<file path="config.mk">
export PLATFORM = sky130hd
export DESIGN_NAME = poly_tone_synth_flat
export DESIGN_NICKNAME = d
export VERILOG_FILES = /design/src/rtl/poly_tone_synth_pkg.sv /design/src/rtl/poly_tone_synth_if.sv /design/src/rtl/poly_tone_synth_voice.sv /design/src/rtl/poly_tone_synth.sv /design/src/flat_wrapper.sv
export SDC_FILE = /design/constraint.sdc
export NUM_CORES = 1
export LEC_CHECK = 0
export CAP_MARGIN = 20
export CORE_MARGIN = 5
export CORE_UTILIZATION = 30
export DETAILED_ROUTE_END_ITERATION = 10
export SYNTH_ARGS = -nofsm -noshare
export SYNTH_HDL_FRONTEND = slang
export SYNTH_SLANG_ARGS = --single-unit
</file>
<file path="constraint.sdc">
create_clock -name clk -period 4.9 [get_ports clk]
set_clock_uncertainty 0.2 [all_clocks]
set_input_delay 0.735 -clock clk [delete_from_list [all_inputs] [get_ports clk]]
set_output_delay 0.735 -clock clk [all_outputs]
set_load 0.05 [all_outputs]
</file>
<file path="src/rtl/poly_tone_synth_pkg.sv">
// Shared constants for the polyphonic tone synth: note period table and FSM states.
package synth_pkg;
    localparam int NUM_SEMITONES = 12;

    typedef enum logic [1:0] {S_IDLE, S_LOOK, S_COMMIT} state_e;

    // Octave-1 half-less periods in 100 MHz clock cycles, C..B.
    function automatic logic [31:0] c1_period(input logic [3:0] note);
        case (note)
            4'd0:    return 32'd3057805;
            4'd1:    return 32'd2886184;
            4'd2:    return 32'd2724194;
            4'd3:    return 32'd2571298;
            4'd4:    return 32'd2426982;
            4'd5:    return 32'd2290765;
            4'd6:    return 32'd2162195;
            4'd7:    return 32'd2040840;
            4'd8:    return 32'd1926296;
            4'd9:    return 32'd1818182;
            4'd10:   return 32'd1716135;
            4'd11:   return 32'd1619816;
            default: return 32'd0;
        endcase
    endfunction
endpackage

</file>
<file path="src/rtl/poly_tone_synth_if.sv">
// Note command channel: valid/ready handshake carrying on/off, semitone and octave.
interface poly_tone_synth_if #(
    parameter int OCT_W = 3
);
    logic             cmd_valid;
    logic             cmd_ready;
    logic             cmd_on;
    logic [3:0]       cmd_note;
    logic [OCT_W-1:0] cmd_octave;

    modport master (output cmd_valid, cmd_on, cmd_note, cmd_octave, input cmd_ready);
    modport slave  (input cmd_valid, cmd_on, cmd_note, cmd_octave, output cmd_ready);
endinterface

</file>
<file path="src/rtl/poly_tone_synth_voice.sv">
// One square-wave oscillator: phase counts 0..half-1, square toggles on each wrap.
module tone_voice #(
    parameter int PERIOD_W = 32
) (
    input  logic                clk,
    input  logic                resetn,
    input  logic                en_i,
    input  logic                restart_i,
    input  logic [PERIOD_W-1:0] half_i,
    output logic                square_o
);
    logic [PERIOD_W-1:0] half_q, phase_q;
    logic                square_q;
    logic                wrap;

    // half of 0 or 1 degenerates to a toggle every cycle rather than stalling.
    assign wrap     = (half_q <= PERIOD_W'(1)) || (phase_q >= half_q - PERIOD_W'(1));
    assign square_o = square_q & en_i;

    always_ff @(posedge clk) begin
        if (!resetn) begin
            half_q   <= '0;
            phase_q  <= '0;
            square_q <= 1'b0;
        end else if (restart_i) begin
            half_q   <= half_i;
            phase_q  <= '0;
            square_q <= 1'b0;
        end else if (!en_i) begin
            phase_q  <= '0;
            square_q <= 1'b0;
        end else if (wrap) begin
            phase_q  <= '0;
            square_q <= ~square_q;
        end else begin
            phase_q  <= phase_q + PERIOD_W'(1);
        end
    end
endmodule

</file>
<file path="src/rtl/poly_tone_synth.sv">
// Polyphonic square-wave synth: command FSM, voice allocator with age ranks,
// saturating volume and a PWM mixer.
module poly_tone_synth
    import synth_pkg::*;
#(
    parameter int NUM_VOICES = 4,
    parameter int PERIOD_W   = 32,
    parameter int VOL_W      = 4,
    parameter int OCT_W      = 3
) (
    input  logic                  clk,
    input  logic                  resetn,
    poly_tone_synth_if.slave      cmd,
    input  logic                  vol_up,
    input  logic                  vol_down,
    output logic [VOL_W-1:0]      volume,
    output logic [NUM_VOICES-1:0] voice_active,
    output logic                  cmd_err,
    output logic                  pwm_out
);
    localparam int IDX_W = $clog2(NUM_VOICES);
    localparam int MIX_W = VOL_W + IDX_W;
    localparam logic [IDX_W-1:0] OLDEST = IDX_W'(NUM_VOICES - 1);

    state_e                           state_q;
    logic                             ready_q, err_q;
    logic                             on_q;
    logic [3:0]                       note_q;
    logic [OCT_W-1:0]                 oct_q;
    logic [PERIOD_W-1:0]              half_q, period;
    logic [IDX_W-1:0]                 tgt_q, tgt_d;
    logic                             do_q, do_d;
    logic [NUM_VOICES-1:0]            active_q;
    logic [NUM_VOICES-1:0][3:0]       vnote_q;
    logic [NUM_VOICES-1:0][OCT_W-1:0] voct_q;
    logic [NUM_VOICES-1:0][IDX_W-1:0] rank_q;
    logic                             hit, free_found;
    logic [IDX_W-1:0]                 hit_idx, free_idx, old_idx;
    logic [NUM_VOICES-1:0]            square, restart;
    logic                             commit_on;
    logic [VOL_W-1:0]                 volume_q, volume_d;
    logic [MIX_W-1:0]                 mix_q, mix_d, carrier_q;
    logic                             pwm_q;

    assign cmd.cmd_ready = ready_q;
    assign cmd_err       = err_q;
    assign voice_active  = active_q;
    assign volume        = volume_q;
    assign pwm_out       = pwm_q;
    assign period        = PERIOD_W'(c1_period(note_q) >> oct_q);
    assign commit_on     = (state_q == S_COMMIT) && do_q && on_q;

    // Voice search: same-note match, lowest free slot, and the rank-oldest voice.
    always_comb begin
        hit        = 1'b0;
        hit_idx    = '0;
        free_found = 1'b0;
        free_idx   = '0;
        old_idx    = '0;
        tgt_d      = '0;
        do_d       = 1'b0;
        for (int v = 0; v < NUM_VOICES; v++) begin
            if (!hit && active_q[v] && vnote_q[v] == note_q && voct_q[v] == oct_q) begin
                hit     = 1'b1;
                hit_idx = IDX_W'(v);
            end
            if (!free_found && !active_q[v]) begin
                free_found = 1'b1;
                free_idx   = IDX_W'(v);
            end
            if (active_q[v] && rank_q[v] == OLDEST) old_idx = IDX_W'(v);
        end
        if (!on_q) begin
            tgt_d = hit_idx;
            do_d  = hit;
        end else begin
            do_d  = 1'b1;
            tgt_d = hit ? hit_idx : (free_found ? free_idx : old_idx);
        end
    end

    always_ff @(posedge clk) begin
        if (!resetn) begin
            state_q  <= S_IDLE;
            ready_q  <= 1'b1;
            err_q    <= 1'b0;
            on_q     <= 1'b0;
            note_q   <= '0;
            oct_q    <= '0;
            half_q   <= '0;
            tgt_q    <= '0;
            do_q     <= 1'b0;
            active_q <= '0;
            vnote_q  <= '0;
            voct_q   <= '0;
            rank_q   <= '0;
        end else begin
            err_q <= 1'b0;
            case (state_q)
                S_IDLE: if (cmd.cmd_valid && ready_q) begin
                    on_q    <= cmd.cmd_on;
                    note_q  <= cmd.cmd_note;
                    oct_q   <= cmd.cmd_octave;
                    err_q   <= cmd.cmd_note >= 4'(NUM_SEMITONES);
                    ready_q <= 1'b0;
                    state_q <= S_LOOK;
                end
                S_LOOK: if (note_q >= 4'(NUM_SEMITONES)) begin
                    ready_q <= 1'b1;
                    state_q <= S_IDLE;
                end else begin
                    half_q  <= period >> 1;
                    tgt_q   <= tgt_d;
                    do_q    <= do_d;
                    state_q <= S_COMMIT;
                end
                S_COMMIT: begin
                    ready_q <= 1'b1;
                    state_q <= S_IDLE;
                    if (do_q && on_q) begin
                        // A free voice ages everyone; a reused one ages only its juniors.
                        for (int v = 0; v < NUM_VOICES; v++)
                            if (IDX_W'(v) != tgt_q && active_q[v] &&
                                (!active_q[tgt_q] || rank_q[v] < rank_q[tgt_q]))
                                rank_q[v] <= rank_q[v] + IDX_W'(1);
                        active_q[tgt_q] <= 1'b1;
                        rank_q[tgt_q]   <= '0;
                        vnote_q[tgt_q]  <= note_q;
                        voct_q[tgt_q]   <= oct_q;
                    end else if (do_q) begin
                        for (int v = 0; v < NUM_VOICES; v++)
                            if (active_q[v] && rank_q[v] > rank_q[tgt_q])
                                rank_q[v] <= rank_q[v] - IDX_W'(1);
                        active_q[tgt_q] <= 1'b0;
                        rank_q[tgt_q]   <= '0;
                    end
                end
                default: begin
                    ready_q <= 1'b1;
                    state_q <= S_IDLE;
                end
            endcase
        end
    end

    for (genvar v = 0; v < NUM_VOICES; v++) begin : g_voice
        assign restart[v] = commit_on && (tgt_q == IDX_W'(v));
        tone_voice #(.PERIOD_W(PERIOD_W)) u_voice (
            .clk       (clk),
            .resetn    (resetn),
            .en_i      (active_q[v]),
            .restart_i (restart[v]),
            .half_i    (half_q),
            .square_o  (square[v])
        );
    end

    always_comb begin
        volume_d = volume_q;
        if (vol_up && !vol_down && volume_q != '1)
            volume_d = volume_q + VOL_W'(1);
        else if (vol_down && !vol_up && volume_q != '0)
            volume_d = volume_q - VOL_W'(1);
    end

    always_comb begin
        mix_d = '0;
        for (int v = 0; v < NUM_VOICES; v++)
            if (square[v]) mix_d = mix_d + MIX_W'(volume_q);
    end

    always_ff @(posedge clk) begin
        if (!resetn) begin
            volume_q  <= '0;
            mix_q     <= '0;
            carrier_q <= '0;
            pwm_q     <= 1'b0;
        end else begin
            volume_q  <= volume_d;
            mix_q     <= mix_d;
            carrier_q <= carrier_q + MIX_W'(1);
            pwm_q     <= carrier_q < mix_q;
        end
    end
endmodule

</file>
<file path="src/flat_wrapper.sv">
// flat-port wrapper written by rule: the top's interface ports become plain ports
module poly_tone_synth_flat import synth_pkg::*;
#(
    parameter int NUM_VOICES = 4,
    parameter int PERIOD_W   = 32,
    parameter int VOL_W      = 4,
    parameter int OCT_W      = 3
)
  (clk, resetn, vol_up, vol_down, volume, voice_active, cmd_err, pwm_out, cmd_cmd_valid, cmd_cmd_on, cmd_cmd_note, cmd_cmd_octave, cmd_cmd_ready);
  poly_tone_synth_if #(.OCT_W(OCT_W)) cmd_i ();
  input  logic clk;
  input  logic resetn;
  input  logic vol_up;
  input  logic vol_down;
  output logic [VOL_W-1:0] volume;
  output logic [NUM_VOICES-1:0] voice_active;
  output logic cmd_err;
  output logic pwm_out;
  input wire logic [$bits(cmd_i.cmd_valid)-1:0] cmd_cmd_valid;
  input wire logic [$bits(cmd_i.cmd_on)-1:0] cmd_cmd_on;
  input wire logic [$bits(cmd_i.cmd_note)-1:0] cmd_cmd_note;
  input wire logic [$bits(cmd_i.cmd_octave)-1:0] cmd_cmd_octave;
  output wire logic [$bits(cmd_i.cmd_ready)-1:0] cmd_cmd_ready;
  assign cmd_i.cmd_valid = cmd_cmd_valid;
  assign cmd_i.cmd_on = cmd_cmd_on;
  assign cmd_i.cmd_note = cmd_cmd_note;
  assign cmd_i.cmd_octave = cmd_cmd_octave;
  assign cmd_cmd_ready = cmd_i.cmd_ready;
  poly_tone_synth #(.NUM_VOICES(NUM_VOICES), .PERIOD_W(PERIOD_W), .VOL_W(VOL_W), .OCT_W(OCT_W)) u_core (.clk(clk), .resetn(resetn), .cmd(cmd_i), .vol_up(vol_up), .vol_down(vol_down), .volume(volume), .voice_active(voice_active), .cmd_err(cmd_err), .pwm_out(pwm_out));
endmodule
</file>
Word level (Yosys, flattened, before mapping) --
Memory sizes are Yosys's and may differ from the RTL's. A register that Yosys moved wholly into a read port is not among the register bits. Index checks and enable logic that the tools add are counted.
Storage, ports and cells: ROM bits 352, input bits 13, register bits 359, logic and storage cells 295, memories 1, output and inout bits 11
Memories:
- (name not given) | words 16, width 22, rd ports 1, clocked after memory_dff 1, wr ports 0, RTL line poly_tone_synth_pkg.sv:9 | case (note)
Cells by class: reduce and logical (&&, ||, !) cells 81, multiplexer cells 89, shift operators 1, order comparisons 21, bitwise gates (word level) 20, eq/ne operators 22, add/sub/neg operators 22
Operator list (count):
- $add 32x1->32 const B | 4
- $ge 32x32->1 | 4
- $sub 31x1->32 const B | 4
- $le 31x1->1 const B | 4
- $mux 2 | 49
- $logic_and 1x1->1 | 42
- $mux 4 | 8
- $shr 32x3->32 | 1
- $mux 6 | 3
- $and 8x8->8 | 2
- $bwmux 16 | 1
- $eq 4x4->1 | 4
- $mux 1 | 16
- $mux 8 | 2
- $reduce_or 4->1 | 4
- $add 6x4->6 | 2
- $bwmux 12 | 1
- $eq 2x2->1 const B | 6
- $eq 3x3->1 | 4
- $reduce_or 3->1 | 4
- $logic_not 1->1 | 11
- $not 1->1 | 10
- $reduce_and 2->1 | 5
- $add 2x1->2 const B | 4
- other kinds (35) | 61

Depth between registers and ports, before layout --
depth in word-level cells 21, gate-level depth with buffers 16, mapped depth without buffers 14

By module --
From an unflattened synthesis, not the netlist that was laid out.
Unflattened totals: cell total of the unflattened synthesis 2435, area, all modules 21959.8 um^2
Modules (own cells, without submodules):
- tone_voice (u_core.g_voice[1].u_voice ...) | area each 3871.2 um^2, instances 2, cells an instance 437
- poly_tone_synth | area each 6492.5 um^2, instances 1, cells an instance 704
- tone_voice (u_core.g_voice[0].u_voice) | area each 3905.0 um^2, instances 1, cells an instance 432
- tone_voice (u_core.g_voice[3].u_voice) | area each 3819.9 um^2, instances 1, cells an instance 425

Least setup slack after synthesis --
No wires, ideal clock.
path type flip-flop to flip-flop, start point register u_core.g_voice[1].u_voice.half_q[10], end point register u_core.g_voice[1].u_voice.phase_q[10], setup slack 1.350 ns, arrival time 3.286 ns, stages on the path, launching flop included 13, period minus slack after synthesis 3.550 ns, required time 4.636 ns, library setup time 0.064 ns, cell sequence dfxtp_1 or4_1 nor3_2 nand3_2 or3_1 and2_1 ha_1 and4_1 a221o_1 a211oi_1 nand3_1 buf_2 nor2_1
On the way: cells in the longest elaborated chain, start to end 4
RTL lines:
- from (decl) | RTL line poly_tone_synth_voice.sv:12 | logic [PERIOD_W-1:0] half_q, phase_q;
- from (signal assigned) | RTL line poly_tone_synth_voice.sv:26 | half_q <= half_i;
- $sub 31x1->32 | RTL line poly_tone_synth_voice.sv:17 | assign wrap = (half_q <= PERIOD_W'(1)) || (phase_q >= half_q - PERIOD_W'(1));
- $ge 32x32->1 | RTL line poly_tone_synth_voice.sv:17
- $logic_or 1x1->1 (*) | RTL line poly_tone_synth_voice.sv:17
- $reduce_or 4->1 (no source line) (*)
- to (signal assigned) | RTL line poly_tone_synth_voice.sv:36 | phase_q <= phase_q + PERIOD_W'(1);
- to (decl) | RTL line poly_tone_synth_voice.sv:12
Mark *: on every way between the ends. The rest lies on a longest branch, timed or not. A chain may end at the register's enable or synchronous reset.

Worst setup path after layout --
start point register u_core.g_voice[2].u_voice.half_q[10], end point register u_core.g_voice[2].u_voice.phase_q[6]
On the way: cells in the longest elaborated chain, start to end 4
RTL lines (RTL line):
- from (decl) | poly_tone_synth_voice.sv:12
- from (signal assigned) | poly_tone_synth_voice.sv:26
- $sub 31x1->32 | poly_tone_synth_voice.sv:17
- $ge 32x32->1 | poly_tone_synth_voice.sv:17
- $logic_or 1x1->1 (*) | poly_tone_synth_voice.sv:17
- $reduce_or 4->1 (no source line) (*)
- to (signal assigned) | poly_tone_synth_voice.sv:36
- to (decl) | poly_tone_synth_voice.sv:12
Marks and branches as above.

==> results.py <==
metrics = {
    "sta": {
        "maxSlewHeadroom": 0.2707,
        "tns_ns": 0,
        "finalCriticalPeriod_ns": 4.131,
        "worst_hold_slack_ns": 0.2541,
        "worst_pin_slew_ns": 1.084,
        "drv_slew": 0,
        "max_freq_mhz": 242.1,
        "grt_setup_unrepaired": "false",
        "hold_viol": 0,
        "setup_violations": 0,
        "fin_crit_sh": 0.8430,
    },
    "critical_path": {
        "critPathArrivalTime_ns": 4.33,
        "endpoint_kind": "flip-flop",
        "critPathLaunchType": "flip-flop",
        "crit_fanout": 28,
        "path_class": "reg2reg",
        "cp_slowest_stage_delay_ns": 0.59,
        "crit_required_ns": 5.10,
        "startpoint": "u_core.g_voice[2].u_voice.half_q[10]",
        "path_cells": "or4_4 -> nor4_4 -> nor2b_1 -> nand2_1 -> ha_1 -> nand4_1 -> or3_1 -> o31ai_4 -> buf_4 -> nor3_1",
        "slowest_stage": "or4_4",
        "reg2reg_from": "u_core.g_voice[2].u_voice.half_q[10]",
    },
    "clocking": {
        "clock_latency_ns": 0.56,
        "cts_tree": "built",
        "clkTransAtPathRegs_ns": 0.06,
        "cts_setup_buffers": 0,
        "htree_levels": 2,
        "cts_made_buffers": 39,
        "ctsHoldBuffers": 0,
        "cts-root-buf": "clkbuf_16",
        "max-clock-path-buffers": 3,
        "cts.sinks": 330,
        "ctsResizeCount": 0,
    },
    "logic_synthesis": {
        "synthCells": 2347,
        "synth_edf_count": 0,
        "synth_top_area_frac": 0.3432,
        "synth_seq_cells": 330,
        "yosys-top-cells-area": "dfxtp_1, ha_1, nand2_1",
        "avgSynthCellArea_um2": 8.201,
        "synth_area_leader_cell": "dfxtp_1",
        "yosysUniqueCellTypes": 77,
        "yosysWarnings": 0,
        "synthArstFlopShare": 0,
        "ys_seq_area_frac": 0.3432,
        "synthFlopType": "dfxtp_1",
        "synth_area_um2": 19250,
        "syn_nets": 2537,
    },
    "floorplanning": {
        "dieWidth_um": 263.3,
        "die_area_um2": 69320,
        "std_cell_rows": 92,
        "fp.coreArea_um2": 63310,
        "pin_count": 24,
        "fp.dieH_um": 263.3,
        "initial_core_util": 0.3040,
    },
    "final_layout": {
        "num-nets-final": 2525,
        "multi_input_area_um2": 11990,
        "drive_above_1_share": 0.05541,
        "num_antenna_cells": 0,
        "final_cells": 3210,
        "stdcell_area_um2": 21680,
        "area_growth_pct": 12.64,
        "fill_cells": 6673,
        "area.sequential_um2": 6606,
    },
    "placed_design": {
        "postPlaceCellArea_um2": 20290,
        "gp_congestion": 0.8241,
        "io_buffer_count": 23,
        "dp_cells": 3139,
        "dp_hpwl_um": 31890,
    },
    "drt": {
        "finalWirelength_um": 44660,
        "vias": 15440,
        "drtIter0Drc": 856,
        "wl_per_cell_um": 13.91,
        "routed_via_density": 4.810,
        "drcViolationCount": 0,
        "drtPass1Iterations": 5,
        "antenna_left": 0,
    },
    "pwr": {
        "leakagePower_uw": 0.008535,
        "peakVddDrop_uv": 326.2,
        "power_density_nw_per_um2": 293.2,
    },
    "job": {
        "maxCapViolations": 0,
    },
    "min_path": {
        "hold_class": "reg2reg",
        "hold_start": "u_core.carrier_q[0]",
    },
    "global_routing": {
        "grt_max_degree": 63,
        "antenna_found_initial": 1,
        "first_global_vias": 14640,
        "grt_usage": 0.1270,
        "grt_overflow": 0,
        "grt_pass1_wl_um": 75690,
    },
    "run_status": {
        "status": "finished, final reports clean",
    },
}
-- state kept, by name, summed over array words and instances (netlist names), 2 cells and up, named ones only --
signal                           flops
u_core.voct_q                       12
u_core.note_q                        4
u_core.g_voice.u_voice.square_q      4
u_core.volume                        4
u_core.half_q                       21
u_core.g_voice.u_voice.phase_q     128
u_core.mix_q                         6
u_core.oct_q                         3
u_core.g_voice.u_voice.half_q       84
u_core.vnote_q                      16
u_core.carrier_q                     6
u_core.rank_q                        8
u_core.state_q                       2
u_core.tgt_q                         2
-- per-stage QoR --
| step | util | total power, uW | worst slack, ns |
|---|---|---|---|
| after floorplan | - | 3180 | 1.350 |
| after global placement | 0.3205 | 3318 | 0.8156 |
| after detailed placement | 0.3205 | 3322 | 0.7725 |
| after CTS | 0.3423 | 6448 | 0.7632 |
| after global routing | 0.3424 | 6615 | 0.3595 |
| final | 0.3424 | 6356 | 0.7694 |
-- Yosys cell counts, types with 24 or more instances --
cell type	n
dfxtp_1	330
xnor2_1	139
nand3_1	89
clkbuf_1	64
nor3_1	69
a21oi_1	196
inv_1	51
o21ai_0	49
nor4_1	24
nand2_1	386
xor2_1	95
a211oi_1	24
ha_1	174
nor2_1	253
mux2i_1	61
nand4_1	49
and3_1	26
-- worst paths after layout --
kind	endpoint	slack, ns	cells after the start
setup reg to reg	u_core.g_voice[2].u_voice.phase_q[6]	0.77	10
hold reg to reg	u_core.carrier_q[0]	0.25	1
setup / recovery	u_core.g_voice[2].u_voice.phase_q[6]	0.77	10
hold / removal	u_core.carrier_q[0]	0.25	1
-- cells by family after synthesis --
logic type,after synthesis,synth area share
AND/OR/NAND/NOR,1019,0.2464
AO/OA/AOI/OAI,359,0.1119
flip-flops,330,0.3432
XOR/XNOR,234,0.1065
adder cells (fa/ha/maj),177,0.1162
buffers and inverters,155,0.03452
multiplexers,73,0.04128
-- critical path: cells and delay by family, from the launching register on --
kind	cells	cell delay, ns
AOI/OAI and AO/OA	1	0.40
adders and majority gates	1	0.32
buffers and inverters	1	0.36
DFF	1	0.36
and+or+nand+nor	7	2.31
-- layer usage --
metal | track usage | wire length [um] | vias to the layer above | part of all wire
li1 | - | - | 8135 | -
met1 | 0.1858 | 23080 | 7049 | 0.52
met2 | 0.1973 | 19200 | 202 | 0.43
met3 | 0.01681 | 1494 | 54 | 0.033
met4 | 0.03360 | 877 | 0 | 0.020
met5 | 0 | 0 | - | 0
-- placed cells by master (no fill, tap or decap), types with 20 or more instances in the layout --
cell type,synthesis,routed
nand4_1,49,49
ha_1,174,174
xor2_1,95,95
inv_1,51,50
a21oi_1,196,196
xnor2_1,139,139
nor4_1,24,23
nand2_1,386,386
o21ai_0,49,49
a211oi_1,24,24
nor3_1,69,69
dfxtp_1,330,330
and3_1,26,26
nor2_1,253,253
buf_4,9,26
nor2b_1,20,20
mux2i_1,61,61
clkdlybuf4s50_1,0,23
nand3_1,89,89
clkbuf_16,0,40
-- final cells by class --
type	count	share of cell area
Inverter	52	0.009119
Sequential cell	330	0.3047
Clock inverter	17	0.01120
Clock buffer	53	0.05258
Multi-Input combinational cell	1862	0.5530
Timing Repair Buffer	50	0.02055
Tap cell	846	0.04883
-- where the power goes --
| group | total, uW | internal (uW) | switching [uW] |
|---|---|---|---|
| sequential | 2850 | 2740 | 104 |
| clock | 3090 | 1900 | 1190 |
| combinational | 416 | 178 | 238 |
(Power assumes the default switching activity.)
